**config.mk**
```make
export PLATFORM = sky130hd
export DESIGN_NAME = j80_bus_frontend
export DESIGN_NICKNAME = d
export VERILOG_FILES = /design/src/rtl/j80_pkg.sv /design/src/rtl/j80_sync_filter.sv /design/src/rtl/j80_bus_frontend.sv
export SDC_FILE = /design/constraint.sdc
export NUM_CORES = 1
export LEC_CHECK = 0
export CAP_MARGIN = 25
export CORE_UTILIZATION = 57
export CTS_BUF_LIST = sky130_fd_sc_hd__clkbuf_8
export CTS_CLUSTER_DIAMETER = 40
export DETAILED_ROUTE_END_ITERATION = 6
export PLACE_DENSITY = 0.95
export SYNTH_ARGS = -nofsm -noshare
export SYNTH_HDL_FRONTEND = slang
export SYNTH_SLANG_ARGS = --single-unit
```
**constraint.sdc**
```tcl
create_clock -name CLK -period 3.7 [get_ports CLK]
set_input_delay 0.74 -clock CLK [delete_from_list [all_inputs] [get_ports CLK]]
set_output_delay 0.74 -clock CLK [all_outputs]
set_load 0.1 [all_outputs]
```
**src/rtl/j80_pkg.sv**
```systemverilog
// Shared constants and types for the i8080 bus front end and LCD8080Ctrl.
package j80_pkg;

  localparam logic [7:0] PIX_CMD_DEFAULT = 8'h2C;
  localparam logic [7:0] CMD_DISPLAY_ON  = 8'h29;
  localparam logic [7:0] CMD_DISPLAY_OFF = 8'h28;
  localparam logic [7:0] CMD_BACKLIGHT   = 8'h51;

  typedef struct packed {
    logic       cs;
    logic       rs;
    logic       we;
    logic [7:0] data;
  } j80_bus_t;

  localparam j80_bus_t BUS_IDLE = '{cs: 1'b1, rs: 1'b0, we: 1'b0, data: 8'h00};

  function automatic logic [15:0] pack_pixel(input logic [7:0] first,
                                             input logic [7:0] second,
                                             input bit msb_first);
    return msb_first ? {first, second} : {second, first};
  endfunction

endpackage

```
**src/rtl/j80_sync_filter.sv**
```systemverilog
// Synchronizes the asynchronous 8080 bus pins and turns each qualified
// falling edge of the write strobe into a single-cycle write event.
module j80_sync_filter
  import j80_pkg::*;
#(
  parameter int SYNC_STAGES = 2,
  parameter int MIN_WE_HIGH = 1
) (
  input  logic       clk,
  input  logic       nrst,
  input  logic       cs_n,
  input  logic       rs,
  input  logic       we,
  input  logic [7:0] data,
  output logic       wr_evt,
  output logic       wr_rs,
  output logic [7:0] wr_byte
);

  localparam int CNT_W = (MIN_WE_HIGH < 2) ? 1 : $clog2(MIN_WE_HIGH + 1);
  localparam logic [CNT_W-1:0] CNT_MAX = CNT_W'(MIN_WE_HIGH);

  j80_bus_t [SYNC_STAGES-1:0] sync_q, sync_d;
  j80_bus_t                   hist_q, hist_d;
  j80_bus_t                   pins, cur;
  logic [CNT_W-1:0]           cnt_q, cnt_d;

  assign pins = '{cs: cs_n, rs: rs, we: we, data: data};
  assign cur  = sync_q[SYNC_STAGES-1];

  always_comb begin
    sync_d = {sync_q[SYNC_STAGES-2:0], pins};
    hist_d = cur;
    cnt_d  = '0;
    if (cur.we && !cur.cs) begin
      cnt_d = (cnt_q == CNT_MAX) ? cnt_q : cnt_q + 1'b1;
    end
  end

  always_ff @(posedge clk) begin
    if (!nrst) begin
      sync_q <= {SYNC_STAGES{BUS_IDLE}};
      hist_q <= BUS_IDLE;
      cnt_q  <= '0;
    end else begin
      sync_q <= sync_d;
      hist_q <= hist_d;
      cnt_q  <= cnt_d;
    end
  end

  // RS/data come from the history stage: the last sample taken with We high.
  assign wr_evt  = hist_q.we && !hist_q.cs && !cur.we && !cur.cs && (cnt_q >= CNT_MAX);
  assign wr_rs   = hist_q.rs;
  assign wr_byte = hist_q.data;

endmodule

```
**src/rtl/j80_bus_frontend.sv**
```systemverilog
// i8080 bus front end: command/parameter decode and RGB565 pixel packing
// onto a one-entry valid/ready output register.
module j80_bus_frontend
  import j80_pkg::*;
#(
  parameter int         SYNC_STAGES = 2,
  parameter int         MIN_WE_HIGH = 1,
  parameter logic [7:0] PIX_CMD     = PIX_CMD_DEFAULT,
  parameter bit         MSB_FIRST   = 1'b1
) (
  input  logic        CLK,
  input  logic        nRST,
  input  logic        J80_CS,
  input  logic        J80_RS,
  input  logic        J80_We,
  input  logic [7:0]  J80_Data,
  output logic        CmdValid,
  output logic [7:0]  CmdByte,
  output logic        ParValid,
  output logic [7:0]  ParByte,
  output logic        PixValid,
  output logic [15:0] PixData,
  input  logic        PixReady,
  output logic        PixMode,
  output logic        Overrun
);

  logic       wr_evt, wr_rs;
  logic [7:0] wr_byte;

  j80_sync_filter #(
    .SYNC_STAGES(SYNC_STAGES),
    .MIN_WE_HIGH(MIN_WE_HIGH)
  ) u_sync_filter (
    .clk    (CLK),
    .nrst   (nRST),
    .cs_n   (J80_CS),
    .rs     (J80_RS),
    .we     (J80_We),
    .data   (J80_Data),
    .wr_evt (wr_evt),
    .wr_rs  (wr_rs),
    .wr_byte(wr_byte)
  );

  logic        cmd_valid_q, cmd_valid_d;
  logic [7:0]  cmd_byte_q, cmd_byte_d;
  logic        par_valid_q, par_valid_d;
  logic [7:0]  par_byte_q, par_byte_d;
  logic        pix_valid_q, pix_valid_d;
  logic [15:0] pix_data_q, pix_data_d;
  logic        pix_mode_q, pix_mode_d;
  logic        phase_q, phase_d;
  logic [7:0]  half_q, half_d;
  logic        overrun_q, overrun_d;
  logic        new_pix;

  always_comb begin
    cmd_valid_d = 1'b0;
    cmd_byte_d  = cmd_byte_q;
    par_valid_d = 1'b0;
    par_byte_d  = par_byte_q;
    pix_valid_d = pix_valid_q;
    pix_data_d  = pix_data_q;
    pix_mode_d  = pix_mode_q;
    phase_d     = phase_q;
    half_d      = half_q;
    overrun_d   = overrun_q;
    new_pix     = 1'b0;

    if (wr_evt) begin
      if (!wr_rs) begin
        cmd_valid_d = 1'b1;
        cmd_byte_d  = wr_byte;
        pix_mode_d  = (wr_byte == PIX_CMD);
        phase_d     = 1'b0;
        if (phase_q) overrun_d = 1'b1;
      end else if (!pix_mode_q) begin
        par_valid_d = 1'b1;
        par_byte_d  = wr_byte;
      end else if (!phase_q) begin
        half_d  = wr_byte;
        phase_d = 1'b1;
      end else begin
        new_pix = 1'b1;
        phase_d = 1'b0;
      end
    end

    // A full register that is not being drained this cycle drops the new pixel.
    if (new_pix) begin
      if (!pix_valid_q || PixReady) begin
        pix_valid_d = 1'b1;
        pix_data_d  = pack_pixel(half_q, wr_byte, MSB_FIRST);
      end else begin
        overrun_d = 1'b1;
      end
    end else if (pix_valid_q && PixReady) begin
      pix_valid_d = 1'b0;
    end
  end

  always_ff @(posedge CLK) begin
    if (!nRST) begin
      cmd_valid_q <= 1'b0;
      cmd_byte_q  <= '0;
      par_valid_q <= 1'b0;
      par_byte_q  <= '0;
      pix_valid_q <= 1'b0;
      pix_data_q  <= '0;
      pix_mode_q  <= 1'b0;
      phase_q     <= 1'b0;
      half_q      <= '0;
      overrun_q   <= 1'b0;
    end else begin
      cmd_valid_q <= cmd_valid_d;
      cmd_byte_q  <= cmd_byte_d;
      par_valid_q <= par_valid_d;
      par_byte_q  <= par_byte_d;
      pix_valid_q <= pix_valid_d;
      pix_data_q  <= pix_data_d;
      pix_mode_q  <= pix_mode_d;
      phase_q     <= phase_d;
      half_q      <= half_d;
      overrun_q   <= overrun_d;
    end
  end

  assign CmdValid = cmd_valid_q;
  assign CmdByte  = cmd_byte_q;
  assign ParValid = par_valid_q;
  assign ParByte  = par_byte_q;
  assign PixValid = pix_valid_q;
  assign PixData  = pix_data_q;
  assign PixMode  = pix_mode_q;
  assign Overrun  = overrun_q;

endmodule
```
==> flow_metrics.py <==
metrics = {
    "worst_setup_path": {
        "cp_slowest_cell": "clkdlybuf4s50_1",
        "worst-path-stages": 1,
        "critPathMaxStageDelay_ps": 1160,
        "crit_arrival_ps": 1900,
        "crit_buf_inv": 1,
        "critical_path_class": "reg2out",
        "crit_required_ps": 2960,
        "cp_max_fo": 5,
        "worstPathCellList": "clkdlybuf4s50_1",
        "critical-path-top-delay-family": "buffers and inverters",
        "reg2reg_depth": 3,
        "cp-start-kind": "flop",
        "critPathCaptureType": "output pin",
    },
    "cts": {
        "cts_sinks": 80,
        "cts_setup_buffers": 0,
        "cts_htree_levels": 3,
        "hold_buffers": 0,
        "clk_latency_ps": 340,
        "cts_made_buffers": 9,
        "clockBufferDepth": 2,
        "path_clk_slew_ps": 80,
        "cts_resized": 0,
        "cts_tree": "done",
        "cts-root-buf": "clkbuf_8",
    },
    "grt": {
        "grt_pass1_wl_mm": 8.42,
        "grt_remaining_overflow": 0,
        "antenna_found_initial": 0,
        "grt_max_degree": 48,
        "grt_pass1_vias": 1799,
        "track_usage_pct": 22.1,
    },
    "drt": {
        "postRouteAntennaNets": 0,
        "wl_per_cell_um": 14.2,
        "drtPass1Iterations": 7,
        "vias_per_cell": 5.22,
        "drt_wl_total_mm": 5.10,
        "drt_iter0_markers": 116,
        "drc_errors": 10,
        "dr_total_vias": 1867,
    },
    "cells_and_area": {
        "fin_util_pct": 76.0,
        "fin_area_um2": 3380,
        "fin_cells": 358,
        "final_common_cell": "dfxtp_1",
        "synthToLayoutAreaGrowth_pct": 25.2,
        "drive_gt1_share_pct": 6.21,
        "layout_common_cells": "dfxtp_1, clkdlybuf4s50_1, nand2_1",
        "antenna_cells": 0,
        "fillers": 315,
        "final_nets": 315,
    },
    "sta": {
        "setup_viol": 0,
        "period_share_pct": 71.3,
        "relSlewSlack_pct": 33.0,
        "drv_slew": 0,
        "finalClockSkew_ps": 7.40,
        "rsz0062_at_grt": "no",
        "hold_viol_final": 0,
        "tns_ps": 0,
        "tightest_slew_ps": 1000,
        "fmax_ghz": 0.379,
        "fin_ws_ps": 1060,
        "period_needed_ps": 2640,
    },
    "place": {
        "hpwlAfterDp_mm": 3.50,
        "dp_cells": 342,
        "numPortBuffers": 50,
        "routabilityCongestion": 0.785,
        "placed_area_um2": 3190,
        "place_ws_ps": 1440,
    },
    "die": {
        "dieWidth_um": 70.8,
        "die_h_um": 70.8,
        "dieArea_um2": 5010,
        "core.rowCount": 24,
        "coreArea_um2": 4440,
        "io_pins": 51,
        "initial_utilization_pct": 60.7,
    },
    "synthesis": {
        "synth_seq_cells": 80,
        "synth.cell_area_um2": 2700,
        "syn_inst": 254,
        "ys_seq_area_share_pct": 59.4,
        "mappedNetlistNets": 268,
        "ys_warn_count": 0,
        "synthDistinctLibCells": 29,
        "avgSynthCellArea_um2": 10.6,
    },
    "pwr": {
        "p_clk_share_pct": 38.5,
        "leakage_nw": 1.42,
        "power_density_nw_per_um2": 444,
        "seqPwrFrac_pct": 58.8,
        "switching_share_pct": 20.7,
        "p_int_w": 0.00119,
        "peakVddDrop_v": 0.000313,
        "combPwrFrac_pct": 2.7,
        "power.switching_w": 0.000311,
    },
    "run": {
        "max_cap_viol_count": 0,
    },
    "run_status": {
        "status": "complete, but fails checks",
        "failed_checks": "design-rule violations",
    },
    "hold_path": {
        "holdPathStages": 1,
        "worst_hold_path_type": "reg2reg",
    },
}
## power groups by stage
stage                     Clock (W)  Combinational [W]  Sequential (W)
final                      0.000577          0.0000409        0.000882
after detailed placement          0          0.0000411        0.000901
after global placement            0          0.0000399        0.000900
after global routing       0.000631          0.0000456        0.000882
after floorplan                   0          0.0000243        0.000899
after CTS                  0.000585          0.0000414        0.000881
## kinds of logic (layout without fill, tap and decap cells)
| logic type | after synthesis | count (layout) | synth area share (%) |
|---|---|---|---|
| mux | 32 | 32 | 11.9 |
| simple gates | 101 | 101 | 21.0 |
| compound gates | 23 | 23 | 4.55 |
| flops | 80 | 80 | 59.4 |
| buf+inv | 18 | 70 | 3.16 |
## worst paths after layout
kind | startpoint | endpoint | slack, ps
max | PixMode$_SDFFE_PN0P_ | PixMode | 1060
min reg2reg | u_sync_filter.sync_d[21]$_SDFF_PN1_ | u_sync_filter.cur[10]$_SDFF_PN1_ | 430
min | u_sync_filter.sync_d[21]$_SDFF_PN1_ | u_sync_filter.cur[10]$_SDFF_PN1_ | 430
max reg2reg | u_sync_filter.cur[8]$_SDFF_PN0_ | phase_q$_SDFFE_PN0P_ | 2010
## cells in the mapped netlist (all sizes together)
| cell | number | share of area [%] |
|---|---|---|
| dfxtp | 80 | 59 |
| nand2 | 41 | 5.7 |
| mux2i | 32 | 12 |
| and2 | 29 | 6.7 |
| a21oi | 11 | 2.0 |
| nand3 | 10 | 2.0 |
| clkbuf | 9 | 1.3 |
| o21ai | 9 | 1.7 |
| buf | 6 | 1.5 |
| nand2b | 5 | 1.2 |
| inv | 3 | 0.42 |
| nor2 | 3 | 0.42 |
| nand3b | 2 | 0.56 |
| nand4 | 2 | 1.0 |
| nor2b | 2 | 0.46 |
| nor4b | 2 | 1.2 |
| a211oi | 1 | 0.28 |
| and3b | 1 | 0.32 |
| and4bb | 1 | 0.46 |
| nor3 | 1 | 0.19 |
| nor4bb | 1 | 0.37 |
| o21a | 1 | 0.28 |
| o31ai | 1 | 0.28 |
| or4b | 1 | 0.37 |
## per-stage QoR
step,hold WS [ps],power (W)
finish,427,0.00150
global route,427,0.00156
CTS,423,0.00151
detailed placement,406,0.000942
global placement,393,0.000940
floorplan,386,0.000923
## final cells by class
| class | count | area, µm² | share of cell area, % |
|---|---|---|---|
| sequential | 80 | 1600 | 47.4 |
| clock inverter | 4 | 20.0 | 0.593 |
| timing repair buffer | 51 | 503 | 14.9 |
| multi-input combinational | 156 | 1010 | 29.9 |
| inverter | 3 | 11.3 | 0.334 |
| clock buffer | 12 | 165 | 4.89 |
| tap | 52 | 65.1 | 1.93 |
## sequential cells by signal, summed over array words and instances, names as in the netlist
signal,cells
CmdByte,8
CmdValid,1
Overrun,1
ParByte,8
ParValid,1
PixData,16
PixMode,1
PixValid,1
half_q,8
phase_q,1
u_sync_filter.cnt_q,1
u_sync_filter.cur,11
u_sync_filter.hist_q,2
u_sync_filter.sync_d,11
u_sync_filter.wr_byte,8
u_sync_filter.wr_rs,1
## metal layers
layer  track usage (%)  wire length, µm  vias up
met5                 0                0        -
met4              9.78               82        0
met2              38.8             2630       58
met3              7.12              236        8
met1              24.6             2150      859
li1                  -                -      942
No activity file was read; power rests on OpenSTA's default activity.
